`src/rtl/mem_rr_arbiter_if.sv`:
```
// Memory-side bus of the round-robin arbiter.
//   valid  master->slave  request valid
//   wr_rd  master->slave  1=write 0=read
//   addr   master->slave  address
//   wdata  master->slave  write data
//   ready  slave->master  transfer accepted/completed
//   rdata  slave->master  read data, valid in the cycle ready=1 for reads
interface mem_rr_arbiter_if #(
    parameter int unsigned ADDR_WIDTH = 8,
    parameter int unsigned WIDTH      = 16
);
    logic                  valid;
    logic                  wr_rd;
    logic [ADDR_WIDTH-1:0] addr;
    logic [WIDTH-1:0]      wdata;
    logic                  ready;
    logic [WIDTH-1:0]      rdata;

    modport master (
        output valid,
        output wr_rd,
        output addr,
        output wdata,
        input  ready,
        input  rdata
    );

    modport slave (
        input  valid,
        input  wr_rd,
        input  addr,
        input  wdata,
        output ready,
        output rdata
    );
endinterface

```
`src/rtl/mem_rr_arbiter.sv`:
```
// Round-robin arbiter sharing one memory port between NUM_REQ requesters.
// One request is captured at a time, driven on the memory port until ready, and the
// completion (read data or write ack) is returned to its owner. A transfer stalled for
// TIMEOUT cycles is aborted and reported with rsp_err.
//   clk        clock, posedge
//   rst        asynchronous active-low reset
//   req_valid  per-requester request pending
//   req_wr_rd  per-requester 1=write 0=read
//   req_addr   flattened addresses, requester i at [i*ADDR_WIDTH +: ADDR_WIDTH]
//   req_wdata  flattened write data, requester i at [i*WIDTH +: WIDTH]
//   req_ready  one-hot accept pulse (combinational)
//   rsp_valid  one-hot completion pulse (registered)
//   rsp_err    completion was a timeout abort
//   rsp_rdata  read data of the last completion
//   mem        memory port (master side)
module mem_rr_arbiter #(
    parameter int unsigned NUM_REQ    = 4,
    parameter int unsigned ADDR_WIDTH = 8,
    parameter int unsigned WIDTH      = 16,
    parameter int unsigned TIMEOUT    = 16
) (
    input  logic                          clk,
    input  logic                          rst,
    input  logic [NUM_REQ-1:0]            req_valid,
    input  logic [NUM_REQ-1:0]            req_wr_rd,
    input  logic [NUM_REQ*ADDR_WIDTH-1:0] req_addr,
    input  logic [NUM_REQ*WIDTH-1:0]      req_wdata,
    output logic [NUM_REQ-1:0]            req_ready,
    output logic [NUM_REQ-1:0]            rsp_valid,
    output logic                          rsp_err,
    output logic [WIDTH-1:0]              rsp_rdata,
    mem_rr_arbiter_if.master              mem
);

    localparam int unsigned PtrW   = $clog2(NUM_REQ);
    localparam int unsigned TimerW = $clog2(TIMEOUT) + 1;

    typedef enum logic [0:0] {StIdle, StBusy} state_e;

    state_e                 state_q, state_d;
    logic [PtrW-1:0]        ptr_q, ptr_d;
    logic [PtrW-1:0]        owner_q, owner_d;
    logic [TimerW-1:0]      timer_q, timer_d;
    logic                   valid_q, valid_d;
    logic                   wr_rd_q, wr_rd_d;
    logic [ADDR_WIDTH-1:0]  addr_q, addr_d;
    logic [WIDTH-1:0]       wdata_q, wdata_d;
    logic [NUM_REQ-1:0]     rsp_valid_q, rsp_valid_d;
    logic                   rsp_err_q, rsp_err_d;
    logic [WIDTH-1:0]       rsp_rdata_q, rsp_rdata_d;

    logic                   grant_found;
    logic [PtrW-1:0]        grant_idx;
    logic [NUM_REQ-1:0]     grant_ready;

    // Rotating priority search starting at ptr_q.
    always_comb begin
        int unsigned cand;
        cand        = 0;
        grant_found = 1'b0;
        grant_idx   = '0;
        for (int unsigned k = 0; k < NUM_REQ; k++) begin
            cand = (32'(ptr_q) + k) % NUM_REQ;
            if (!grant_found && req_valid[PtrW'(cand)]) begin
                grant_found = 1'b1;
                grant_idx   = PtrW'(cand);
            end
        end
    end

    always_comb begin
        state_d     = state_q;
        ptr_d       = ptr_q;
        owner_d     = owner_q;
        timer_d     = timer_q;
        valid_d     = valid_q;
        wr_rd_d     = wr_rd_q;
        addr_d      = addr_q;
        wdata_d     = wdata_q;
        rsp_valid_d = '0;
        rsp_err_d   = 1'b0;
        rsp_rdata_d = rsp_rdata_q;
        grant_ready = '0;

        unique case (state_q)
            StIdle: begin
                if (grant_found) begin
                    grant_ready = (NUM_REQ)'(1) << grant_idx;
                    wr_rd_d     = req_wr_rd[grant_idx];
                    addr_d      = req_addr[grant_idx*ADDR_WIDTH +: ADDR_WIDTH];
                    wdata_d     = req_wdata[grant_idx*WIDTH +: WIDTH];
                    valid_d     = 1'b1;
                    owner_d     = grant_idx;
                    ptr_d       = (grant_idx == PtrW'(NUM_REQ - 1)) ? '0 : grant_idx + 1'b1;
                    timer_d     = '0;
                    state_d     = StBusy;
                end
            end
            StBusy: begin
                // ready wins over a timeout landing in the same cycle
                if (mem.ready) begin
                    valid_d     = 1'b0;
                    rsp_valid_d = (NUM_REQ)'(1) << owner_q;
                    rsp_rdata_d = wr_rd_q ? '0 : mem.rdata;
                    state_d     = StIdle;
                end else if (timer_q == TimerW'(TIMEOUT - 1)) begin
                    valid_d     = 1'b0;
                    rsp_valid_d = (NUM_REQ)'(1) << owner_q;
                    rsp_err_d   = 1'b1;
                    rsp_rdata_d = '0;
                    state_d     = StIdle;
                end else begin
                    timer_d = timer_q + 1'b1;
                end
            end
            default: state_d = StIdle;
        endcase
    end

    always_ff @(posedge clk or negedge rst) begin
        if (!rst) begin
            state_q     <= StIdle;
            ptr_q       <= '0;
            owner_q     <= '0;
            timer_q     <= '0;
            valid_q     <= 1'b0;
            wr_rd_q     <= 1'b0;
            addr_q      <= '0;
            wdata_q     <= '0;
            rsp_valid_q <= '0;
            rsp_err_q   <= 1'b0;
            rsp_rdata_q <= '0;
        end else begin
            state_q     <= state_d;
            ptr_q       <= ptr_d;
            owner_q     <= owner_d;
            timer_q     <= timer_d;
            valid_q     <= valid_d;
            wr_rd_q     <= wr_rd_d;
            addr_q      <= addr_d;
            wdata_q     <= wdata_d;
            rsp_valid_q <= rsp_valid_d;
            rsp_err_q   <= rsp_err_d;
            rsp_rdata_q <= rsp_rdata_d;
        end
    end

    // Accept pulse is combinational, so mask it while reset is asserted.
    assign req_ready = grant_ready & {NUM_REQ{rst}};
    assign rsp_valid = rsp_valid_q;
    assign rsp_err   = rsp_err_q;
    assign rsp_rdata = rsp_rdata_q;

    assign mem.valid = valid_q;
    assign mem.wr_rd = wr_rd_q;
    assign mem.addr  = addr_q;
    assign mem.wdata = wdata_q;

endmodule
```
`src/flat_wrapper.sv`:
```
// flat-port wrapper written by rule: the top's interface ports become plain ports
module mem_rr_arbiter_flat 
#(
    parameter int unsigned NUM_REQ    = 4,
    parameter int unsigned ADDR_WIDTH = 8,
    parameter int unsigned WIDTH      = 16,
    parameter int unsigned TIMEOUT    = 16
)
  (clk, rst, req_valid, req_wr_rd, req_addr, req_wdata, req_ready, rsp_valid, rsp_err, rsp_rdata, mem_valid, mem_wr_rd, mem_addr, mem_wdata, mem_ready, mem_rdata);
  mem_rr_arbiter_if #(.ADDR_WIDTH(ADDR_WIDTH), .WIDTH(WIDTH)) mem_i ();
  input  logic clk;
  input  logic rst;
  input  logic [NUM_REQ-1:0] req_valid;
  input  logic [NUM_REQ-1:0] req_wr_rd;
  input  logic [NUM_REQ*ADDR_WIDTH-1:0] req_addr;
  input  logic [NUM_REQ*WIDTH-1:0] req_wdata;
  output logic [NUM_REQ-1:0] req_ready;
  output logic [NUM_REQ-1:0] rsp_valid;
  output logic rsp_err;
  output logic [WIDTH-1:0] rsp_rdata;
  output wire logic [$bits(mem_i.valid)-1:0] mem_valid;
  output wire logic [$bits(mem_i.wr_rd)-1:0] mem_wr_rd;
  output wire logic [$bits(mem_i.addr)-1:0] mem_addr;
  output wire logic [$bits(mem_i.wdata)-1:0] mem_wdata;
  input wire logic [$bits(mem_i.ready)-1:0] mem_ready;
  input wire logic [$bits(mem_i.rdata)-1:0] mem_rdata;
  assign mem_valid = mem_i.valid;
  assign mem_wr_rd = mem_i.wr_rd;
  assign mem_addr = mem_i.addr;
  assign mem_wdata = mem_i.wdata;
  assign mem_i.ready = mem_ready;
  assign mem_i.rdata = mem_rdata;
  mem_rr_arbiter #(.NUM_REQ(NUM_REQ), .ADDR_WIDTH(ADDR_WIDTH), .WIDTH(WIDTH), .TIMEOUT(TIMEOUT)) u_core (.clk(clk), .rst(rst), .req_valid(req_valid), .req_wr_rd(req_wr_rd), .req_addr(req_addr), .req_wdata(req_wdata), .req_ready(req_ready), .rsp_valid(rsp_valid), .rsp_err(rsp_err), .rsp_rdata(rsp_rdata), .mem(mem_i));
endmodule
```
`config.mk`:
```
export PLATFORM = sky130hd
export DESIGN_NAME = mem_rr_arbiter_flat
export DESIGN_NICKNAME = d
export VERILOG_FILES = /design/src/rtl/mem_rr_arbiter_if.sv /design/src/rtl/mem_rr_arbiter.sv /design/src/flat_wrapper.sv
export SDC_FILE = /design/constraint.sdc
export NUM_CORES = 1
export LEC_CHECK = 0
export CORE_MARGIN = 3
export CORE_UTILIZATION = 41
export CTS_CLUSTER_SIZE = 20
export DETAILED_ROUTE_END_ITERATION = 10
export PLACE_DENSITY = 0.9
export SYNTH_ARGS = -nofsm -noshare
export SYNTH_HDL_FRONTEND = slang
export SYNTH_SLANG_ARGS = --single-unit
```
`constraint.sdc`:
```
create_clock -name clk -period 8.5 [get_ports clk]
set_input_delay 2.55 -clock clk [delete_from_list [all_inputs] [get_ports clk]]
set_output_delay 2.55 -clock clk [all_outputs]
set_load 0.05 [all_outputs]
```
==> flow_metrics.tcl <==
set metrics [dict create \
    status "finished clean" \
    die_area_sq_um 8358 \
    syn_inst 314 \
    critPathKind "in2out" \
    final_cell_mix "172 x clkdlybuf4s50_1, 91 x nand2_1, 57 x dfrtp_1" \
    max_freq_mhz 129.3 \
    yosysTopAreaCell "dfrtp_1" \
    cp.depth 6 \
    rr_worst_depth 6 \
    cp_cell_sequence "clkdlybuf4s50_1 -> or3b_2 -> o221ai_4 -> buf_4 -> nor3_1 -> clkdlybuf4s50_1" \
    num_vias 3017 \
    postCtsSetupBuffers 0 \
    hold_viol_final 0 \
    critPathLaunchType "input port" \
    max-cap-violations 0 \
    place_area_sq_um 4725 \
    timing.rr.end "u_core.mem.wdata[8]" \
    synth_top_area_share_pct 47.68 \
    cts_tree "done" \
    clock_sinks 57 \
    cts_resized 0 \
    grt_setup_unrepaired "false" \
    wl_per_cell_um 15.78 \
    dp_hpwl_mm 6.921 \
    ff2ff_setup_slack_ns 6.13 \
    crit_top_cell "clkdlybuf4s50_1" \
    grt_pass1_wl_mm 14.84 \
    ant_nets 0 \
    antenna_found_initial 0 \
    first_global_vias 3152 \
    synth_seq_area_share_pct 47.68 \
    slew_violations 0 \
    endpoint "req_ready[1]" \
    clk_latency_ns 0.32 \
    grt-ovfl-total 0 \
    gp_congestion 0.7889 \
    path_buf_inv 3 \
    mostFrequentLayoutCell "clkdlybuf4s50_1" \
    die_h_um 91.42 \
    portBuffers 173 \
    cp-startpoint "req_valid[0]" \
    io_pins 174 \
    power.total_mw 1.709 \
    grt_max_degree 58 \
    async_flop_share_pct 100.0 \
    crit_arrival_ns 5.18 \
    worstMarginPinSlew_ns 1.105 \
    power_density_nw_per_um2 344.1 \
    cts_hold_buf 0 \
    clk_pin_slew_ns 0.06 \
    setup_viol 0 \
    fin_nets 605 \
    timing.setup.tns_ns 0 \
    timing.rr.start "u_core.ptr_q[1]" \
    min_period_ns 7.732 \
    fp.dieW_um 91.42 \
    syn_avg_cell_area_sq_um 9.527 \
    drtIter0Drc 102 \
    firstDrtPassIters 4 \
    yosys_warnings 0 \
    start_util_pct 43.08 \
    syn_area_sq_um 2992 \
    final_cell_area_sq_um 4967 \
    syn2layout_area_growth_pct 66.04 \
    ir_worst_vdd_v 0.0001942 \
    root_buffer "clkbuf_8" \
    syn_nets 440 \
    coreArea_sq_um 6944 \
    slowest_stage "clkdlybuf4s50_1" \
    antenna_cells 0 \
    ys_seq_elements 57 \
    cp_data_required_time_ns 5.95 \
    hp-class "reg2reg" \
    finClkSkew_ns 0.008713 \
    critPathCaptureType "primary output" \
    cts.htree.levels 3 \
    p_leak_nw 2.092 \
    maxSlewHeadroom_pct 26.34 \
    num_rows 30 \
    numCtsBuffers 9 \
    critPathMaxStageDelay_ns 0.73 \
    post_synth_num_cell_types 42 \
    period_share_pct 90.97 \
    wirelength_mm 9.155 \
    critPathMaxFanout 51 \
    viasPerCell 5.202 \
    drive_above_1_share_pct 6.198 \
    synth_ff_type "dfrtp_1" \
    grt_usage_pct 22.27 \
    synth-edff-count 0 \
    cp_top_family "buffers and inverters" \
    drc_errors 0 \
    clk_path_buf_depth 2 \
    synth.area.top_cells "dfrtp_1 48%, nand2_1 11%, mux2i_1 8.4%" \
]
[worst min-delay path by stage]
stage                               from              endpoint  depth (start not counted)
floorplan              u_core.owner_q[0]   u_core.rsp_valid[2]                          1
global route         u_core.rsp_rdata[7]   u_core.rsp_rdata[7]                          2
CTS                  u_core.rsp_rdata[9]   u_core.rsp_rdata[9]                          2
detailed placement   u_core.rsp_rdata[9]   u_core.rsp_rdata[9]                          2
global placement    u_core.rsp_rdata[11]  u_core.rsp_rdata[11]                          2
finish               u_core.rsp_rdata[9]   u_core.rsp_rdata[9]                          2
[synthesized netlist by cell type (3+ instances only)]
cell	n
nand3_1	3
clkbuf_1	9
a31oi_1	25
nand2_1	91
buf_2	7
mux2i_1	25
inv_1	3
ha_1	3
buf_4	3
nor2_1	7
a21oi_1	3
o21ai_0	18
dfrtp_1	57
o2bb2ai_1	25
[where the power goes]
group	internal [mW]	switching, mW	total (mW)
Sequential	0.377	0.0712	0.449
Combinational	0.343	0.613	0.956
Clock	0.201	0.104	0.305
[tightest hold or removal path: stages (launching register included)]
cell and delay, ns:
dfrtp_1 0.34, nand2_1 0.04, o21ai_0 0.06
[stage by stage]
step	utilization, %	instances	hold WS [ns]	setup WS, ns
floorplan	-	314	0.4588	1.496
global placement	68.04	564	0.4643	0.8152
detailed placement	68.04	564	0.4727	0.7625
CTS	71.53	580	0.4868	0.7437
global route	71.53	580	0.5178	0.6795
finish	71.53	580	0.4813	0.7678
[routing by layer]
layer | up-vias | GRT usage (%) | routed length [um]
li1 | 1450 | - | -
met1 | 1419 | 24.11 | 3467
met2 | 132 | 39.32 | 4712
met3 | 16 | 7.291 | 734
met4 | 0 | 9.799 | 240
met5 | - | 0 | 0
[final cells by class]
cell class	count	area, sq um
Clock buffer	10	137.6
Clock inverter	6	105.1
Fill cell	514	1977
Inverter	4	15.01
Multi-Input combinational cell	231	1414
Sequential cell	57	1426
Tap cell	96	120.1
Timing Repair Buffer	176	1749
[logic make-up after synthesis]
| group | share of synthesized area [%] |
|---|---|
| xor+xnor | 0.5856 |
| fa+ha+maj | 1.255 |
| compound gates | 19.70 |
| mux | 8.866 |
| flops | 47.68 |
| buf+inv | 5.269 |
| simple gates | 16.65 |
[registers in the layout, indices dropped and copies added, names as in the netlist]
| name | cells |
|---|---|
| u_core.mem.addr | 8 |
| u_core.mem.valid | 1 |
| u_core.mem.wdata | 16 |
| u_core.mem.wr_rd | 1 |
| u_core.owner_q | 2 |
| u_core.ptr_q | 2 |
| u_core.rsp_err | 1 |
| u_core.rsp_rdata | 16 |
| u_core.rsp_valid | 4 |
| u_core.state_q | 1 |
| u_core.timer_q | 5 |
Note: power is estimated with default switching activity, not from simulation.
